$ cat src/rtl/riv_up_counter.sv
// Loadable up-counter with terminal-count detect (done) and a registered arrival pulse (tick).
// Define RIV_UP_COUNTER_WRAP_EN to auto-reload to 0 at the target instead of saturating.
module riv_up_counter #(
    parameter int WIDTH = 16
) (
    input  logic             clk,
    input  logic             rst_n,
    input  logic [WIDTH-1:0] value,
    input  logic             load,
    input  logic             enable,
    output logic [WIDTH-1:0] count,
    output logic             done,
    output logic             tick
);

    logic [WIDTH-1:0] target;
    logic [WIDTH-1:0] count_next;
    logic [WIDTH-1:0] target_next;
    logic             tick_next;
    logic [WIDTH-1:0] count_inc;

    assign count_inc = count + WIDTH'(1);

    // done compares live registers, so it is valid the same cycle count lands on target.
    assign done = (count == target);

    // NOTE: every always_comb output gets a default first so no path can infer a latch.
    always_comb begin
        count_next  = count;
        target_next = target;
        tick_next   = 1'b0;
        if (load) begin
            count_next  = '0;
            target_next = value;
        end else if (enable) begin
            if (!done) begin
                count_next = count_inc;
                tick_next  = (count_inc == target);
            end else begin
`ifdef RIV_UP_COUNTER_WRAP_EN
                // Reload to 0; with target 0 the step lands on target again.
                count_next = '0;
                tick_next  = (target == '0);
`else
                count_next = count;
                tick_next  = 1'b0;
`endif
            end
        end
    end

    // NOTE: state registers use non-blocking assignments so all flops update together.
    always_ff @(posedge clk or negedge rst_n) begin
        if (!rst_n) begin
            count  <= '0;
            target <= '0;
            tick   <= 1'b0;
        end else begin
            count  <= count_next;
            target <= target_next;
            tick   <= tick_next;
        end
    end

    // A tick can only be seen while count sits on the target it just reached.
    a_tick_implies_done : assert property (@(posedge clk) disable iff (!rst_n) tick |-> done);

    // count is cleared on load and reloads to 0 on wrap, so it never passes the target.
    a_count_bounded : assert property (@(posedge clk) disable iff (!rst_n) count <= target);

`ifndef RIV_UP_COUNTER_WRAP_EN
    a_saturate_holds : assert property (@(posedge clk) disable iff (!rst_n)
        (done && enable && !load) |=> ($stable(count) && !tick));
`endif

endmodule

$ cat config.mk
export PLATFORM = sky130hd
export DESIGN_NAME = riv_up_counter
export DESIGN_NICKNAME = d
export VERILOG_FILES = /design/src/rtl/riv_up_counter.sv
export SDC_FILE = /design/constraint.sdc
export NUM_CORES = 1
export LEC_CHECK = 0
export CAP_MARGIN = 30
export CORE_ASPECT_RATIO = 1.25
export CORE_MARGIN = 1
export CORE_UTILIZATION = 30
export CTS_CLUSTER_SIZE = 28
export DETAILED_ROUTE_END_ITERATION = 10
export DONT_BUFFER_PORTS = 1
export SYNTH_ARGS = -nofsm -noshare
export SYNTH_HDL_FRONTEND = slang
export SYNTH_SLANG_ARGS = --single-unit
$ cat constraint.sdc
create_clock -name clk -period 2.6 [get_ports clk]
set_input_delay 0.65 -clock clk [delete_from_list [all_inputs] [get_ports clk]]
set_output_delay 0.65 -clock clk [all_outputs]
set_load 0.02 [all_outputs]
# Word level (Yosys, flattened, before mapping)
# Index checks and enable logic that the tools add are counted.
[word_totals]
regBits = 33
mem_bits_ro = 0
latchBits = 0
ramBits = 0
n_memories = 0
wordCells = 15
inputBits = 20
[op_classes]
bitwise = 0
div_mod_pow = 0
n_mul = 0
reduce_logical = 2
add_sub_neg = 1
magnitude_cmp = 0
shifts = 0
mux = 6
eq_ne = 3
[ops]
columns = ["operator", "n"]
rows = [
  ["$mux W16", 3],
  ["$eq A16 B16 Y1", 2],
  ["$add A16 B1 Y16 const B", 1],
  ["$mux W1", 3],
  ["$ne A2 B2 Y1 const B", 1],
  ["$reduce_and A2 Y1", 1],
  ["$reduce_bool A2 Y1", 1],
]

# Longest topological paths before layout
[depth]
ltp_word = 5
depth_mapped = 10
mapped_depth_nobuf = 7

# Worst setup path before layout
# No wires, ideal clock.
[synth_timing]
kind = "register to output"
from = "register count[2]"
to = "output port done"
stages_incl_launch_ff = 7
t_arrival_ns = 1.847
slack_ns = 0.103
n_path_buf = 2
required_time_ns = 1.950
path_cell_list = "dfrtp_1 -> buf_2 -> xnor2_1 -> nand4_1 -> or4_1 -> buf_2 -> nor2_1"
[synth_between]
elab_chain_len = 1
[synth_lines]
columns = ["element", "line", "source"]
rows = [
  ["from (decl)", "11", "output logic [WIDTH-1:0] count,"],
  ["from (signal assigned)", "59", "count <= count_next;"],
  ["$eq A16 B16 Y1", "25", "assign done = (count == target);"],
  ["to (decl)", "12", "output logic done,"],
]
# No other way between the ends.

# Final worst setup path
[layout_timing]
from = "register target[13]"
to = "output port done"
[layout_between]
elab_chain_len = 1
[layout_lines]
columns = ["element", "line", "source"]
rows = [
  ["from (decl)", "16", "logic [WIDTH-1:0] target;"],
  ["from (signal assigned)", "60", "target <= target_next;"],
  ["$eq A16 B16 Y1", "25", ""],
]
# No other way between the ends.

==> flow_summary.toml <==
[final_layout]
drive_gt1_share_pct = 29.8
seqCellArea_um2 = 827
fillers = 677
final_area_um2 = 2440
area_growth_pct = 17.7
fin_util_pct = 37.0
layout.nets = 246
multi_input_area_um2 = 1200
antenna_cells = 0

[route]
detail-route-antenna-nets = 0
vias = 1638
drt_first_pass_iters = 4
vias_per_cell = 5.25
route.detailed.drc = 0
routed_wl_um = 5120
drt_iter0_drc = 82
wl_per_cell_um = 16.4

[placement]
place_area_um2 = 2300
dp_hpwl_um = 3770
io_buffers = 0
gp_congestion = 0.802

[clock_tree]
cts_sinks = 33
cts.reportedPaths.clkPinSlew_ns = 0.07
h-tree-depth = 2
clk_latency_ns = 0.28
root_buffer = "clkbuf_8"
cts_hold_buf = 0
cts_made_buffers = 5
tritoncts = "done"
clockBufferDepth = 2

[pwr]
power_switching_uw = 271
switching_share_pct = 24.4
powerDensity_nw_per_um2 = 455
p_comb_share_pct = 13.8
vdd_drop_max_v = 0.000272
clockPowerShare_pct = 34.8
seqPwrFrac_pct = 51.4
power.leakage_nw = 1.01
internal_power_uw = 839
power.total_mw = 1.11

[timing]
max_clock_freq_mhz = 389
finClkSkew_ns = 0.00677
slew_headroom_pct = 74.5
tightest_slew_ns = 0.379
finalSetupViolCount = 0
post-route-min-period_ns = 2.57
timing.final.hold_violations = 0
hold_slack_ns = 0.0553
drv_slew = 0
final.period_utilization_pct = 98.8

[global_routing]
grt_pass1_vias = 1650
grt_max_degree = 39
antenna_found_initial = 0
grtUsageTotal_pct = 15.4
overflow = 0
grt_pass1_wl_um = 8590

[synth]
yosysWarnings = 0
avgSynthCellArea_um2 = 10.3
ys_seq_area_share_pct = 39.8
synth-seq-cells = 33
synth_cells = 201
synth_area_um2 = 2070
synth_edf_count = 0
synth_flop_cell = "dfrtp_1"
async_flop_share_pct = 100
yosysUniqueCellTypes = 48
syn-num-nets = 222

[worst_setup_path]
worst_r2r_endpoint = "tick"
reg2reg_from = "target[13]"
cp_slowest_cell = "or4_1"
worstPathRequired_ns = 1.95
crit_fanout = 2
critical_path.cell_chain = "xnor2_2 > nand4_1 > or4_1 > nor2_2 > buf_4"
start_kind = "register"
r2r_slack_ns = 0.27
reg2reg_depth = 8
path_class = "reg -> out"
end_kind = "output pin"
slowest_delay_ns = 0.58
arrival_ns = 1.92

[floorplanning]
design.die.area_um2 = 7250
start_util_pct = 31.4
fp.dieW_um = 76.4
core_um2 = 6610
num_rows = 33
io_pins = 38
die_h_um = 94.9

[flow_run]
maxCapViolCount = 0

[status]
status = "finished, final reports clean"

[min_path]
min_path_type = "in -> async"
[cells in the mapped netlist, types with 2 or more instances]
library cell | count | area, µm²
o211ai_1 | 4 | 30.0
nand3_1 | 8 | 40.0
buf_2 | 4 | 20.0
nor2_1 | 11 | 41.3
nand2_1 | 13 | 48.8
a21oi_1 | 2 | 10.0
a31oi_1 | 2 | 12.5
mux2_2 | 17 | 191
nand4_1 | 5 | 31.3
xnor2_1 | 20 | 175
o21ai_0 | 9 | 45.0
and2_1 | 2 | 12.5
and4_1 | 2 | 17.5
nor3_1 | 4 | 20.0
o31ai_1 | 2 | 15.0
or4_1 | 9 | 67.6
dfrtp_1 | 33 | 826
nor4_2 | 3 | 37.5
or3_1 | 2 | 12.5
nor4_1 | 2 | 12.5
mux2i_1 | 3 | 30.0
clkbuf_1 | 5 | 18.8
xor2_1 | 10 | 87.6
nor2b_1 | 5 | 31.3
[power by group through the flow]
stage	sequential (mW)	combinational, mW	clock, mW
2_1_floorplan	0.576	0.119	0
6_report	0.571	0.153	0.386
4_1_cts	0.572	0.144	0.401
5_1_grt	0.575	0.168	0.416
3_5_place_dp	0.581	0.141	0
3_3_place_gp	0.579	0.139	0
[cell families after synthesis]
group / Yosys count / synth area share [%]
AND/OR/NAND/NOR: 73 / 21.4
flip-flops: 33 / 39.8
XOR/XNOR: 31 / 13.5
AO/OA/AOI/OAI: 30 / 10.5
multiplexers: 20 / 10.7
buffers and inverters: 13 / 3.50
adder cells (fa/ha/maj): 1 / 0.603
[sequential cells by signal, indices dropped and copies added, names as in the netlist]
| name | flops |
|---|---|
| count | 16 |
| target | 16 |
| tick | 1 |
[stage by stage]
stage          cells  TNS [ns]  setup WS, ns
2_1_floorplan    201         0         0.103
3_3_place_gp     301         0         0.253
3_5_place_dp     301         0         0.233
4_1_cts          308         0       0.00752
5_1_grt          312   -0.0143       -0.0143
6_report         312         0        0.0300
[layer usage]
metal  track usage (%)  vias up  wire (µm)
met4              7.21        0         57
met2              26.4       45       2540
met3              3.67        5        312
met1              18.1      811       2210
li1                  -      777          -
met5                 0        -          0
[worst max-delay path: cells and delay by family (launching register included)]
family                    cells  cell delay [ns]
xor gates and xnor gates      1             0.22
and+or+nand+nor               3             0.86
buffers and inverters         1             0.15
DFF                           1             0.40
[what timing repair did]
action                                 4_1_cts  5_1_grt
gates resized for setup                      2        3
setup buffers                                0        4
endpoints found under the hold margin        0        0
pin swaps                                    0        2
setup endpoints to repair                    1        1
[placed cells by master (no fill, tap or decap), types with 2 or more instances in the layout]
master / netlist / layout
nand4_1: 5 / 5
nor3_1: 4 / 4
o21ai_0: 9 / 9
xnor2_2: 1 / 3
nor4_1: 2 / 2
xnor2_1: 20 / 18
nand2_1: 13 / 13
buf_4: 0 / 29
xor2_1: 10 / 10
a21oi_1: 2 / 2
or4_1: 9 / 9
dfrtp_1: 33 / 32
nor2_1: 11 / 10
o31ai_1: 2 / 2
and4_1: 2 / 2
nor4_2: 3 / 3
clkbuf_8: 0 / 6
nand3_1: 8 / 8
mux2i_1: 3 / 3
a31oi_1: 2 / 2
o211ai_1: 4 / 4
mux2_2: 17 / 17
nor2b_1: 5 / 5
and2_1: 2 / 2
[area by class of cell]
cell class | count | area share [%]
clock buffer | 7 | 3.54
inverter | 1 | 0.154
multi-input combinational | 155 | 49.1
sequential | 33 | 33.9
tap | 87 | 4.46
timing repair buffer | 29 | 8.92
[how the worst max path moves through the flow]
stage	cells after the start	slack [ns]	start	end
final	5	0.03	target[13]	done
after global placement	8	0.25	count[13]	tick
after detailed placement	8	0.23	count[13]	tick
after floorplan	6	0.10	count[2]	done
after CTS	5	0.008	count[9]	done
after global routing	5	-0.01	target[3]	done
Note: power is estimated with default switching activity, not from simulation.
